===== src/rtl/stack_cpu_core_pkg.sv =====
// Shared definitions for the stack CPU: opcode encodings, FSM states and fault codes.
package stack_cpu_core_pkg;

  localparam logic [4:0] OP_NOP   = 5'h00;
  localparam logic [4:0] OP_PUSHI = 5'h01;
  localparam logic [4:0] OP_LOAD  = 5'h02;
  localparam logic [4:0] OP_STORE = 5'h03;
  localparam logic [4:0] OP_DUP   = 5'h04;
  localparam logic [4:0] OP_DROP  = 5'h05;
  localparam logic [4:0] OP_JMP   = 5'h06;
  localparam logic [4:0] OP_JZ    = 5'h07;
  localparam logic [4:0] OP_CALL  = 5'h08;
  localparam logic [4:0] OP_RET   = 5'h09;
  localparam logic [4:0] OP_HALT  = 5'h0F;
  localparam logic [4:0] OP_ADD   = 5'h10;
  localparam logic [4:0] OP_SUB   = 5'h11;
  localparam logic [4:0] OP_AND   = 5'h12;
  localparam logic [4:0] OP_OR    = 5'h13;
  localparam logic [4:0] OP_XOR   = 5'h14;
  localparam logic [4:0] OP_SHL   = 5'h15;
  localparam logic [4:0] OP_SHR   = 5'h16;
  localparam logic [4:0] OP_NOT   = 5'h17;

  typedef enum logic [2:0] {
    S_FETCH,
    S_DECODE,
    S_EXEC,
    S_MEM,
    S_HALT
  } state_e;

  typedef enum logic [1:0] {
    F_NONE      = 2'd0,
    F_OVERFLOW  = 2'd1,
    F_UNDERFLOW = 2'd2,
    F_ILLEGAL   = 2'd3
  } fault_e;

endpackage


===== src/rtl/stack_cpu_core_lifo_file.sv =====
// Register-array LIFO with combinational TOS/NOS reads and push/pop/replace controls.
module lifo_file #(
  parameter int unsigned WIDTH = 16,
  parameter int unsigned DEPTH = 32
) (
  input  logic                     clk,
  input  logic                     rst_n,
  input  logic                     push,
  input  logic                     pop,
  input  logic                     replace,
  input  logic [WIDTH-1:0]         din,
  output logic [WIDTH-1:0]         tos,
  output logic [WIDTH-1:0]         nos,
  output logic [$clog2(DEPTH):0]   count,
  output logic                     full,
  output logic                     empty
);

  localparam int unsigned AW = $clog2(DEPTH);
  localparam int unsigned CW = AW + 1;

  logic [WIDTH-1:0] mem [0:DEPTH-1];
  logic [CW-1:0]    cnt_q;
  logic [CW-1:0]    top_c;
  logic [CW-1:0]    nos_c;
  logic [CW-1:0]    wr_c;

  // pop+replace writes the NOS slot, giving a two-in/one-out update in one edge
  always_comb begin
    top_c = cnt_q - CW'(1);
    nos_c = cnt_q - CW'(2);
    wr_c  = push ? cnt_q : (pop ? nos_c : top_c);
  end

  assign count = cnt_q;
  assign empty = (cnt_q == '0);
  assign full  = (cnt_q == CW'(DEPTH));
  assign tos   = empty ? '0 : mem[top_c[AW-1:0]];
  assign nos   = (cnt_q < CW'(2)) ? '0 : mem[nos_c[AW-1:0]];

  always_ff @(posedge clk) begin
    if (push || replace) begin
      mem[wr_c[AW-1:0]] <= din;
    end
  end

  always_ff @(posedge clk or negedge rst_n) begin
    if (!rst_n) begin
      cnt_q <= '0;
    end else if (push && !pop) begin
      cnt_q <= cnt_q + CW'(1);
    end else if (pop && !push) begin
      cnt_q <= cnt_q - CW'(1);
    end
  end

endmodule


===== src/rtl/stack_cpu_core.sv =====
// Multi-cycle stack CPU: FETCH/DECODE/EXEC(/MEM) sequencer with operand and return stacks.
module stack_cpu_core
  import stack_cpu_core_pkg::*;
#(
  parameter int unsigned DWIDTH   = 16,
  parameter int unsigned PC_WIDTH = 6,
  parameter int unsigned DA_WIDTH = 7,
  parameter int unsigned SDEPTH   = 32,
  parameter int unsigned RDEPTH   = 4
) (
  input  logic                      clk,
  input  logic                      rst,
  output logic [PC_WIDTH-1:0]       imem_addr,
  output logic                      imem_re,
  input  logic [15:0]               imem_rdata,
  output logic [DA_WIDTH-1:0]       dmem_addr,
  output logic                      dmem_re,
  output logic                      dmem_we,
  output logic [DWIDTH-1:0]         dmem_wdata,
  input  logic [DWIDTH-1:0]         dmem_rdata,
  output logic                      halted,
  output logic [1:0]                fault,
  output logic [$clog2(SDEPTH):0]   sp,
  output logic [DWIDTH-1:0]         tos
);

  localparam int unsigned SPW = $clog2(SDEPTH) + 1;

  state_e              state_q, state_d;
  fault_e              fault_q, fault_d, err;
  logic [PC_WIDTH-1:0] pc_q, pc_d;
  logic [15:0]         ir_q, ir_d;

  logic [4:0]          opcode;
  logic [10:0]         operand;
  logic [PC_WIDTH-1:0] target;
  logic [DWIDTH-1:0]   imm;
  logic [DWIDTH-1:0]   alu_res;

  logic                s_push, s_pop, s_rep;
  logic [DWIDTH-1:0]   s_din, s_tos, s_nos;
  logic [SPW-1:0]      s_count;
  logic                s_full, s_empty;

  logic                r_push, r_pop;
  logic [PC_WIDTH-1:0] r_tos, r_nos;
  logic [$clog2(RDEPTH):0] r_count;
  logic                r_full, r_empty;
  logic                rs_unused;

  assign opcode  = ir_q[15:11];
  assign operand = ir_q[10:0];
  assign target  = operand[PC_WIDTH-1:0];

  always_comb begin
    imm        = '0;
    imm[10:0]  = operand;
  end

  always_comb begin
    alu_res = '0;
    case (opcode[2:0])
      3'd0: alu_res = s_nos + s_tos;
      3'd1: alu_res = s_nos - s_tos;
      3'd2: alu_res = s_nos & s_tos;
      3'd3: alu_res = s_nos | s_tos;
      3'd4: alu_res = s_nos ^ s_tos;
      3'd5: alu_res = s_nos << s_tos[3:0];
      3'd6: alu_res = s_nos >> s_tos[3:0];
      3'd7: alu_res = ~s_tos;
      default: alu_res = '0;
    endcase
  end

  lifo_file #(.WIDTH(DWIDTH), .DEPTH(SDEPTH)) u_opstack (
    .clk(clk), .rst_n(rst), .push(s_push), .pop(s_pop), .replace(s_rep), .din(s_din),
    .tos(s_tos), .nos(s_nos), .count(s_count), .full(s_full), .empty(s_empty)
  );

  lifo_file #(.WIDTH(PC_WIDTH), .DEPTH(RDEPTH)) u_retstack (
    .clk(clk), .rst_n(rst), .push(r_push), .pop(r_pop), .replace(1'b0), .din(pc_q),
    .tos(r_tos), .nos(r_nos), .count(r_count), .full(r_full), .empty(r_empty)
  );

  assign rs_unused = ^{r_nos, r_count};

  // Faults are detected before any strobe is raised, so a faulting instruction leaves no trace
  always_comb begin
    state_d = state_q;
    pc_d    = pc_q;
    ir_d    = ir_q;
    fault_d = fault_q;
    err     = F_NONE;
    s_push  = 1'b0;
    s_pop   = 1'b0;
    s_rep   = 1'b0;
    s_din   = '0;
    r_push  = 1'b0;
    r_pop   = 1'b0;
    imem_re = 1'b0;
    dmem_re = 1'b0;
    dmem_we = 1'b0;
    case (state_q)
      S_FETCH: begin
        imem_re = 1'b1;
        state_d = S_DECODE;
      end
      S_DECODE: begin
        ir_d    = imem_rdata;
        pc_d    = pc_q + PC_WIDTH'(1);
        state_d = S_EXEC;
      end
      S_EXEC: begin
        state_d = S_FETCH;
        case (opcode)
          OP_NOP: ;
          OP_PUSHI: if (s_full) err = F_OVERFLOW;
                    else begin s_push = 1'b1; s_din = imm; end
          OP_LOAD:  if (s_full) err = F_OVERFLOW;
                    else begin dmem_re = 1'b1; state_d = S_MEM; end
          OP_STORE: if (s_empty) err = F_UNDERFLOW;
                    else begin dmem_we = 1'b1; s_pop = 1'b1; end
          OP_DUP:   if (s_empty) err = F_UNDERFLOW;
                    else if (s_full) err = F_OVERFLOW;
                    else begin s_push = 1'b1; s_din = s_tos; end
          OP_DROP:  if (s_empty) err = F_UNDERFLOW;
                    else s_pop = 1'b1;
          OP_JMP:   pc_d = target;
          OP_JZ:    if (s_empty) err = F_UNDERFLOW;
                    else begin
                      s_pop = 1'b1;
                      if (s_tos == '0) pc_d = target;
                    end
          OP_CALL:  if (r_full) err = F_OVERFLOW;
                    else begin r_push = 1'b1; pc_d = target; end
          OP_RET:   if (r_empty) err = F_UNDERFLOW;
                    else begin r_pop = 1'b1; pc_d = r_tos; end
          OP_HALT:  state_d = S_HALT;
          OP_NOT:   if (s_empty) err = F_UNDERFLOW;
                    else begin s_rep = 1'b1; s_din = alu_res; end
          OP_ADD, OP_SUB, OP_AND, OP_OR, OP_XOR, OP_SHL, OP_SHR:
                    if (s_count < SPW'(2)) err = F_UNDERFLOW;
                    else begin s_pop = 1'b1; s_rep = 1'b1; s_din = alu_res; end
          default:  err = F_ILLEGAL;
        endcase
        if (err != F_NONE) begin
          fault_d = err;
          state_d = S_HALT;
        end
      end
      S_MEM: begin
        s_push  = 1'b1;
        s_din   = dmem_rdata;
        state_d = S_FETCH;
      end
      S_HALT: state_d = S_HALT;
      default: state_d = S_FETCH;
    endcase
  end

  always_ff @(posedge clk or negedge rst) begin
    if (!rst) begin
      state_q <= S_FETCH;
      pc_q    <= '0;
      ir_q    <= '0;
      fault_q <= F_NONE;
    end else begin
      state_q <= state_d;
      pc_q    <= pc_d;
      ir_q    <= ir_d;
      fault_q <= fault_d;
    end
  end

  assign imem_addr  = pc_q;
  assign dmem_addr  = ir_q[DA_WIDTH-1:0];
  assign dmem_wdata = s_tos;
  assign halted     = (state_q == S_HALT);
  assign fault      = fault_q;
  assign sp         = s_count;
  assign tos        = s_tos;

endmodule


===== config.mk =====
export PLATFORM = sky130hd
export DESIGN_NAME = stack_cpu_core
export DESIGN_NICKNAME = d
export VERILOG_FILES = /design/src/rtl/stack_cpu_core_pkg.sv /design/src/rtl/stack_cpu_core_lifo_file.sv /design/src/rtl/stack_cpu_core.sv
export SDC_FILE = /design/constraint.sdc
export NUM_CORES = 1
export LEC_CHECK = 0
export ABC_AREA = 0
export BUFFER_PORTS_ARGS = -buffer_cell sky130_fd_sc_hd__buf_4
export CAP_MARGIN = 25
export CORE_ASPECT_RATIO = 0.5
export CORE_MARGIN = 1
export CORE_UTILIZATION = 40
export DETAILED_ROUTE_END_ITERATION = 8
export PLACE_DENSITY_LB_ADDON = 0.2
export REMOVE_ABC_BUFFERS = 1
export SLEW_MARGIN = 20
export SYNTH_ARGS = -nofsm -noshare
export SYNTH_HDL_FRONTEND = slang
export SYNTH_SLANG_ARGS = --single-unit

===== constraint.sdc =====
create_clock -name clk -period 9.3 [get_ports clk]
set_input_delay 0.93 -clock clk [delete_from_list [all_inputs] [get_ports clk]]
set_output_delay 0.93 -clock clk [all_outputs]
set_load 0.02 [all_outputs]

==> tab_implementation.tex, run 1 <==
\begin{tabular}{lr}
\hline
Metric & Value \\
\hline
\multicolumn{2}{l}{\textbf{Setup path}} \\
\quad CP top delay family & compound AO/OA/AOI/OAI gates \\
\quad Worst EP required & 9.64 ns \\
\quad Arrival time at the worst endpoint & 8.32 ns \\
\quad Type of the worst setup path & flop to flop \\
\quad Critical path fanouts, max & 48 \\
\quad Critical path's most frequent cell & sky130\_fd\_sc\_hd\_\_o21ai\_0 \\
\quad CP startpoint kind & flop \\
\quad Slowest stage delay, CP & 0.95 ns \\
\quad Worst path bufs/invs & 3 \\
\quad Cells traversed along the worst timing path & inv\_1 -> ha\_4 -> mux4\_2 -> mux4\_2 -> a211oi\_4 -> inv\_2 -> nor3\_1 -> nor2\_1 -> xnor2\_1 -> ha\_1 -> a21oi\_1 -> o21bai\_1 -> a21o\_1 -> a21oi\_1 -> o21ai\_0 -> o41ai\_1 -> o21ai\_0 -> xor2\_1 -> o21ai\_0 -> a22oi\_2 -> buf\_4 \\
\quad Sort of element at the end of the critical path & flop \\
\quad Max stage delay cell, worst path & sky130\_fd\_sc\_hd\_\_ha\_4 \\
\multicolumn{2}{l}{\textbf{CTS}} \\
\quad Clock buffer count from CTS & 53 \\
\quad H-tree levels & 2 \\
\quad TritonCTS sink count & 572 \\
\quad CTS tree & built \\
\quad Gates resized, CTS repair & 0 \\
\quad Buffer depth of the longest clock path & 3 \\
\quad Clock latency on the worst-skew pair & approximately 0.63 ns \\
\quad Clock slew at reported path FFs & 0.07 ns \\
\quad Clock tree root driver cell & sky130\_fd\_sc\_hd\_\_clkbuf\_16 \\
\quad Total setup buffers inserted after CTS & 0 \\
\quad Number of hold buffers added after CTS & 0 \\
\multicolumn{2}{l}{\textbf{Cells and area}} \\
\quad Syn-to-layout area delta & 11.83\% \\
\quad Ant. Diodes & 0 \\
\quad Commonest cells after routing, fill and taps aside & 536 x sky130\_fd\_sc\_hd\_\_edfxtp\_1, 269 x sky130\_fd\_sc\_hd\_\_mux4\_2, 167 x sky130\_fd\_sc\_hd\_\_buf\_4, 138 x sky130\_fd\_sc\_hd\_\_nand2\_1, 106 x sky130\_fd\_sc\_hd\_\_mux2i\_1 \\
\quad Final nets & 2215 \\
\quad Number of filler instances in the final layout & approximately 6700 \\
\quad Commonest non-fill, non-tap cell in the layout & sky130\_fd\_sc\_hd\_\_edfxtp\_1 \\
\quad Share of layout cells above drive strength 1 & 29.96\% \\
\multicolumn{2}{l}{\textbf{Detailed routing}} \\
\quad Average vias per placed instance & 6.366 \\
\quad Vias after detailed routing & 20230 \\
\quad Post-route ant nets & 0 \\
\quad Count of routing violations after the opening detailed-route iteration & around 2700 \\
\quad Length of the first detailed-routing pass in iterations & 9 \\
\quad WL per Instance & about 31 um \\
\quad Post-route DRC & 6 \\
\quad Total length of routed wires & about 98 mm \\
\multicolumn{2}{l}{\textbf{Synth}} \\
\quad Register bit total from synthesis & 572 \\
\quad Primary FF master, synth & sky130\_fd\_sc\_hd\_\_edfxtp\_1 \\
\quad Post-synthesis average cell area & 15.16 um\^{}2 \\
\quad Distinct cells, synth & 81 \\
\quad Async S/R FF share, synth & 6.294\% \\
\quad Gate Count Post-Synth & 2053 \\
\quad Post-Synthesis Cell Area & 31120 um\^{}2 \\
\quad Sequential share of the synthesized area & roughly 55\% \\
\quad Syn. warnings & 0 \\
\quad Post-synth EDFFs & 536 \\
\multicolumn{2}{l}{\textbf{GRT}} \\
\quad Total gr overflow & 0 \\
\quad Wire length of the first global-routing pass & 139.6 mm \\
\quad Maximum number of pins on one net before global-route repair & between 100 and 150 \\
\quad Total routing resource utilization after global routing & approximately a quarter \\
\quad Number of antenna violations at the first check in global routing & 2 \\
\quad Number of global-route vias before repair & $\sim$20000 \\
\multicolumn{2}{l}{\textbf{Floorplanning}} \\
\quad Initial Utilization & 40.93\% \\
\quad Number of I/O pins & 91 \\
\quad Die extent in x & 396.5 um \\
\quad Area of the core region & about 76000 um\^{}2 \\
\quad Vertical extent of the die & roughly 200 um \\
\quad Die Footprint & 79000 um\^{}2 \\
\quad Cell Rows & 71 \\
\multicolumn{2}{l}{\textbf{Timing}} \\
\quad Highest Clock Rate & 0.1253 GHz \\
\quad Time the worst path needs with I/O delays and setup & $\sim$8.0 ns \\
\quad Endpoints failing hold & 0 \\
\quad Total Neg Setup Slack & 0 ns \\
\quad Slew Limit Fails & 0 \\
\quad Final period utilization & between 80\% and 90\% \\
\quad RSZ-0062 raised after global routing & false \\
\quad Final setup vio count & 0 \\
\quad Worst-Margin Slew & a little over 1 ns \\
\quad Relative slew slack & 30.84\% \\
\quad Max Clock Skew & approximately 0.019 ns \\
\multicolumn{2}{l}{\textbf{Outcome}} \\
\quad Violated checks & DRC \\
\quad Result of the run & finished with violations \\
\multicolumn{2}{l}{\textbf{Placement}} \\
\quad Final weighted congestion in routability-driven placement & around 1.0 \\
\quad Number of buffers added on ports & 90 \\
\quad Placed wire-length estimate & 64.31 mm \\
\multicolumn{2}{l}{\textbf{Hold path}} \\
\quad Path category of the worst min-delay check & primary input to async pin \\
\multicolumn{2}{l}{\textbf{Flow run}} \\
\quad Count of max-cap constraint violations & 0 \\
\hline
\end{tabular}
-- cells by family (layout without fill, tap and decap cells) --
kind of cell               after synthesis  in the layout  share of synthesized area (%)
DFF                                    572            572                          54.61
buffers and inverters                  209            312                          3.465
muxes                                  429            429                          24.83
and+or+nand+nor                        413            413                          6.095
xor gates and xnor gates                49             49                          1.427
AOI/OAI and AO/OA                      320            320                          7.100
adders and majority gates               61             61                          2.476
-- worst paths after layout --
check	startpoint	endpoint	slack (ns)	cells past startpoint
setup reg to reg	u_opstack.count[0]	u_opstack.mem[15][14]	1.32	21
min in group clk	fault[0]	fault[0]	0.51	1
setup / recovery	u_opstack.count[0]	u_opstack.mem[15][14]	1.32	21
hold / removal	rst	imem_addr[5]	0.27	1
max in group asynchronous	rst	u_opstack.count[0]	8.64	1
hold reg to reg	fault[0]	fault[0]	0.51	1
-- sequential cells by signal (all words and copies together), names as in the netlist --
signal	flops
u_retstack.count	3
fault	2
imem_addr	6
u_opstack.mem	512
ir_q	16
u_opstack.count	6
state_q	3
u_retstack.mem	24
-- final cells by class --
type	instances	area (um^2)	area share [%]
well taps	1022	1279	3.674
multi-input cells	1272	13380	38.44
clock inverters	23	215.2	0.6183
inverters	50	187.7	0.5392
clock buffers	68	1404	4.033
flip-flops and latches	572	17000	48.85
repair buffers	171	1336	3.839
-- Yosys cell counts (all sizes together) (36+ instances only) --
| master | number | area, um^2 |
|---|---|---|
| mux2 | 54 | 608.1 |
| nand2 | 139 | 521.8 |
| nand3 | 48 | 245.2 |
| clkbuf | 59 | 221.5 |
| inv | 48 | 180.2 |
| ha | 60 | 750.7 |
| edfxtp | 536 | 16100 |
| a21oi | 94 | 470.5 |
| nor2 | 114 | 430.4 |
| o21ai | 66 | 330.3 |
| mux4 | 269 | 6058 |
| mux2i | 106 | 1061 |
| buf | 100 | 669.4 |
| dfrtp | 36 | 900.9 |
-- per-layer routing --
| layer | wire length (um) | up-vias | share of wire, % | track usage (%) |
|---|---|---|---|---|
| met1 | 42900 | 10680 | 44 | 36.44 |
| met5 | 13 | - | 0.013 | 0 |
| met2 | 42350 | 1010 | 43 | 36.35 |
| met3 | 10040 | 134 | 10 | 6.270 |
| met4 | 2390 | 2 | 2.4 | 6.421 |
| li1 | - | 8407 | - | - |
-- worst reg2reg max path: cells and delay by family, from the launching register on --
family,cells,cell delay (ns)
AND/OR/NAND/NOR,2,0.53
XOR/XNOR,2,0.35
multiplexers,2,0.96
buffers and inverters,3,1.01
AO/OA/AOI/OAI,10,2.76
flip-flops,1,0.78
adder cells (fa/ha/maj),2,1.30
-- through the flow --
step	area (um^2)	worst slack [ns]	hold WS (ns)	util, %	instances
after detailed placement	33160	1.381	0.4915	43.60	3086
after CTS	34780	1.371	0.2687	45.73	3177
final	34810	1.317	0.2715	45.77	3178
after floorplan	30230	-12.80	0.4806	-	1894
after global placement	33140	1.451	0.4796	43.58	3085
after global routing	34810	0.8216	0.3032	45.77	3178
Power of run 1 is left out: the tool's default activity adds up to more than one toggle a clock period on the data nets, which glitch-free logic cannot reach.
==> run 2, diff against run 1 <==
--- a/config.mk
+++ b/config.mk
@@ -10,2 +10,4 @@
 export CAP_MARGIN = 25
+export CELL_PAD_IN_SITES_DETAIL_PLACEMENT = 0
+export CELL_PAD_IN_SITES_GLOBAL_PLACEMENT = 1
 export CORE_ASPECT_RATIO = 0.5
==> constraint.sdc (replaced) <==
create_clock -name clk -period 9.3 [get_ports clk]
set_input_delay 0.465 -clock clk [delete_from_list [all_inputs] [get_ports clk]]
set_output_delay 0.465 -clock clk [all_outputs]
set_load 0.02 [all_outputs]
==> run 2 against run 1 <==
Against the previous run: the run still ends with DRC left; count of clock-buffer cells in the layout decreased by 4; fmax decreased by 4.0%; core utilization increased by 0.31 points; routed wire length increased by 4.7%; setup slack got worse by 0.33 ns; critical path type unchanged; critical endpoint is now u_opstack.mem[19][15].
==> tab_implementation.tex, run 2 (same netlist as run 1, synthesis figures left out) <==
\begin{tabular}{lr}
\hline
Metric & Value \\
\hline
\multicolumn{2}{l}{\textbf{Outcome}} \\
\quad Result of the run & finished with violations \\
\quad Violated checks & DRC \\
\multicolumn{2}{l}{\textbf{Cells and area}} \\
\quad Utilization after layout & 46.08\% (+0.31 points) \\
\quad Commonest cells after routing, fill and taps aside & 536 x sky130\_fd\_sc\_hd\_\_edfxtp\_1, 269 x sky130\_fd\_sc\_hd\_\_mux4\_2, 180 x sky130\_fd\_sc\_hd\_\_buf\_4, 138 x sky130\_fd\_sc\_hd\_\_nand2\_1, 106 x sky130\_fd\_sc\_hd\_\_mux2i\_1 \\
\quad Number of filler instances in the final layout & 6655 (-0.60\%) \\
\quad Final nets & 2230 (+0.68\%) \\
\quad Share of layout cells above drive strength 1 & 30.96\% (+1.0 points) \\
\quad Commonest non-fill, non-tap cell in the layout & sky130\_fd\_sc\_hd\_\_edfxtp\_1 \\
\quad Syn-to-layout area delta & 12.58\% \\
\quad Ant. Diodes & 0 (unchanged) \\
\quad Final cell count without fillers & 3199 (+0.66\%) \\
\quad Number of flip-flops under the largest register name & 512 (unchanged) \\
\quad Post-route standard cell area excluding fillers & 35040 um\^{}2 (+0.67\%) \\
\multicolumn{2}{l}{\textbf{CTS}} \\
\quad CTS tree & built \\
\quad TritonCTS sink count & 572 (unchanged) \\
\quad Clock buffer count from CTS & 53 (unchanged) \\
\quad Gates resized, CTS repair & 0 (unchanged) \\
\quad Buffer depth of the longest clock path & 3 (unchanged) \\
\quad Clock tree root driver cell & sky130\_fd\_sc\_hd\_\_clkbuf\_16 \\
\quad Clock slew at reported path FFs & 0.07 ns (about the same) \\
\quad Total setup buffers inserted after CTS & 0 (unchanged) \\
\quad Number of hold buffers added after CTS & 1 (+1) \\
\quad H-tree levels & 2 (unchanged) \\
\quad Clock latency on the worst-skew pair & 0.64 ns (about the same) \\
\multicolumn{2}{l}{\textbf{Setup path}} \\
\quad Max stage delay cell, worst path & sky130\_fd\_sc\_hd\_\_ha\_4 \\
\quad Slowest stage delay, CP & 0.94 ns (about the same) \\
\quad Register-to-register setup slack & 0.98 ns (-0.33 ns) \\
\quad Type of the worst setup path & flop to flop \\
\quad CP top delay family & simple AND/OR/NAND/NOR gates \\
\quad Worst EP required & 9.68 ns (+0.04 ns) \\
\quad Arrival time at the worst endpoint & 8.70 ns (+0.38 ns) \\
\quad Cells traversed along the worst timing path & inv\_1 -> ha\_4 -> buf\_4 -> buf\_4 -> mux4\_2 -> nand2\_1 -> nand4\_1 -> nand4\_1 -> nand2b\_1 -> nand3\_1 -> nor3\_2 -> inv\_1 -> o21ai\_0 -> xnor2\_1 -> ha\_1 -> or3\_1 -> a2111oi\_0 -> nor3\_1 -> a21o\_1 -> a21oi\_1 -> o21ai\_0 -> xnor2\_1 -> a22oi\_2 -> buf\_4 \\
\quad Worst path bufs/invs & 5 (+2) \\
\quad CP startpoint kind & flop \\
\quad Critical path's most frequent cell & sky130\_fd\_sc\_hd\_\_buf\_4 \\
\quad Sort of element at the end of the critical path & flop \\
\quad Critical path fanouts, max & 46 (-4.2\%) \\
\multicolumn{2}{l}{\textbf{Detailed routing}} \\
\quad Vias after detailed routing & 20090 (-0.70\%) \\
\quad Length of the first detailed-routing pass in iterations & 8 (-1) \\
\quad Post-route ant nets & 0 (unchanged) \\
\quad Post-route DRC & 12 (+6) \\
\quad WL per Instance & 31.96 um (+4.0\%) \\
\quad Average vias per placed instance & 6.280 (-1.3\%) \\
\quad Total length of routed wires & 102.2 mm (+4.7\%) \\
\quad Count of routing violations after the opening detailed-route iteration & 2508 (-6.4\%) \\
\multicolumn{2}{l}{\textbf{GRT}} \\
\quad Total routing resource utilization after global routing & 25.85\% (+1.1 points) \\
\quad Wire length of the first global-routing pass & 144.1 mm (+3.2\%) \\
\quad Total gr overflow & 0 (unchanged) \\
\quad Number of antenna violations at the first check in global routing & 2 (unchanged) \\
\quad Number of global-route vias before repair & 19320 (-1.3\%) \\
\quad Maximum number of pins on one net before global-route repair & 135 (+0.75\%) \\
\multicolumn{2}{l}{\textbf{Floorplanning}} \\
\quad Vertical extent of the die & 199.2 um (unchanged) \\
\quad Cell Rows & 71 (unchanged) \\
\quad Die Footprint & 79000 um\^{}2 (unchanged) \\
\quad Initial Utilization & 40.93\% (unchanged) \\
\quad Area of the core region & 76040 um\^{}2 (unchanged) \\
\quad Number of I/O pins & 91 (unchanged) \\
\quad Die extent in x & 396.5 um (unchanged) \\
\multicolumn{2}{l}{\textbf{Placement}} \\
\quad Final weighted congestion in routability-driven placement & 0.9652 (-3.7\%) \\
\quad Number of placed instances with taps included & 3101 (+0.49\%) \\
\quad Number of buffers added on ports & 90 (unchanged) \\
\quad Placed wire-length estimate & 68.12 mm (+5.9\%) \\
\quad Placed Instance Area & 33280 um\^{}2 (+0.38\%) \\
\multicolumn{2}{l}{\textbf{Hold path}} \\
\quad Path category of the worst min-delay check & primary input to flop \\
\multicolumn{2}{l}{\textbf{Timing}} \\
\quad Worst-Margin Slew & 1.070 ns (+0.03665 ns) \\
\quad RSZ-0062 raised after global routing & false \\
\quad Max Clock Skew & 0.04866 ns (+0.02974 ns) \\
\quad Relative slew slack & 28.30\% (-2.5 points) \\
\quad Slew Limit Fails & 0 (unchanged) \\
\quad Highest Clock Rate & 0.1202 GHz (-4.0\%) \\
\quad Final setup vio count & 0 (unchanged) \\
\quad Final period utilization & 89.44\% (+3.6 points) \\
\quad Endpoints failing hold & 0 (unchanged) \\
\quad Time the worst path needs with I/O delays and setup & 8.318 ns (+0.3341 ns) \\
\quad Total Neg Setup Slack & 0 ns (unchanged) \\
\multicolumn{2}{l}{\textbf{Flow run}} \\
\quad Count of max-cap constraint violations & 0 (unchanged) \\
\hline
\end{tabular}
==> run 2: changes by cell type in the layout (fill, tap and decap cells not counted), moves of 2 or more <==
| cell | before | now |
|---|---|---|
| sky130_fd_sc_hd__nor2_2 | 14 | 16 |
| sky130_fd_sc_hd__clkinv_1 | 14 | 10 |
| sky130_fd_sc_hd__clkinv_2 | 5 | 10 |
| sky130_fd_sc_hd__buf_4 | 167 | 180 |
| sky130_fd_sc_hd__bufinv_16 | 3 | 6 |
| sky130_fd_sc_hd__clkinvlp_4 | 0 | 5 |
| sky130_fd_sc_hd__nor2_4 | 21 | 18 |
| sky130_fd_sc_hd__clkbuf_1 | 14 | 10 |
==> run 2: through the flow <==
stage / setup WS, ns / hold slack [ns]
6_report: 0.9825 / 0.06982
2_1_floorplan: -12.80 / 0.1694
5_1_grt: 0.4330 / 0.05415
4_1_cts: 0.9786 / 0.04173
3_3_place_gp: 1.088 / 0.4716
3_5_place_dp: 0.9780 / 0.4754
==> run 2: metal layers <==
layer  share of wire, %  vias up  GRT usage [%]
met5              0.026        -              0
met1                 43    10560          37.30
met3                 11      146          7.657
li1                   -     8448              -
met4                2.7        4          7.222
met2                 43      935          37.79
==> run 2: cell type report <==
type / instances / area (um^2) / area share (%)
flip-flops and latches: 572 / 17000 / 48.53
well taps: 1022 / 1279 / 3.649
inverters: 50 / 187.7 / 0.5356
multi-input cells: 1272 / 13360 / 38.14
clock inverters: 33 / 364.1 / 1.039
repair buffers: 186 / 1464 / 4.178
clock buffers: 64 / 1378 / 3.931
==> run 2: worst paths after layout <==
check,from,cells after the start,to
setup reg to reg,u_opstack.count[0],24,u_opstack.mem[19][15]
max in group asynchronous,rst,2,u_opstack.count[0]
hold / removal,imem_rdata[13],3,ir_q[13]
setup / recovery,u_opstack.count[0],24,u_opstack.mem[19][15]
min in group asynchronous,rst,2,imem_addr[5]
hold reg to reg,fault[0],1,fault[0]
==> run 2: worst register-to-register path, stage by stage, from the launching register on <==
cell and delay [ns]:
sky130_fd_sc_hd__dfrtp_4 0.79, sky130_fd_sc_hd__inv_1 0.43, sky130_fd_sc_hd__ha_4 0.94, sky130_fd_sc_hd__buf_4 0.48, sky130_fd_sc_hd__buf_4 0.48, sky130_fd_sc_hd__mux4_2 0.40
sky130_fd_sc_hd__nand2_1 0.09, sky130_fd_sc_hd__nand4_1 0.17, sky130_fd_sc_hd__nand4_1 0.43, sky130_fd_sc_hd__nand2b_1 0.38, sky130_fd_sc_hd__nand3_1 0.18, sky130_fd_sc_hd__nor3_2 0.24
sky130_fd_sc_hd__inv_1 0.09, sky130_fd_sc_hd__o21ai_0 0.21, sky130_fd_sc_hd__xnor2_1 0.09, sky130_fd_sc_hd__ha_1 0.26, sky130_fd_sc_hd__or3_1 0.36, sky130_fd_sc_hd__a2111oi_0 0.46
sky130_fd_sc_hd__nor3_1 0.20, sky130_fd_sc_hd__a21o_1 0.22, sky130_fd_sc_hd__a21oi_1 0.24, sky130_fd_sc_hd__o21ai_0 0.27, sky130_fd_sc_hd__xnor2_1 0.20, sky130_fd_sc_hd__a22oi_2 0.14
sky130_fd_sc_hd__buf_4 0.33
Power of run 2 is left out for the same reason.
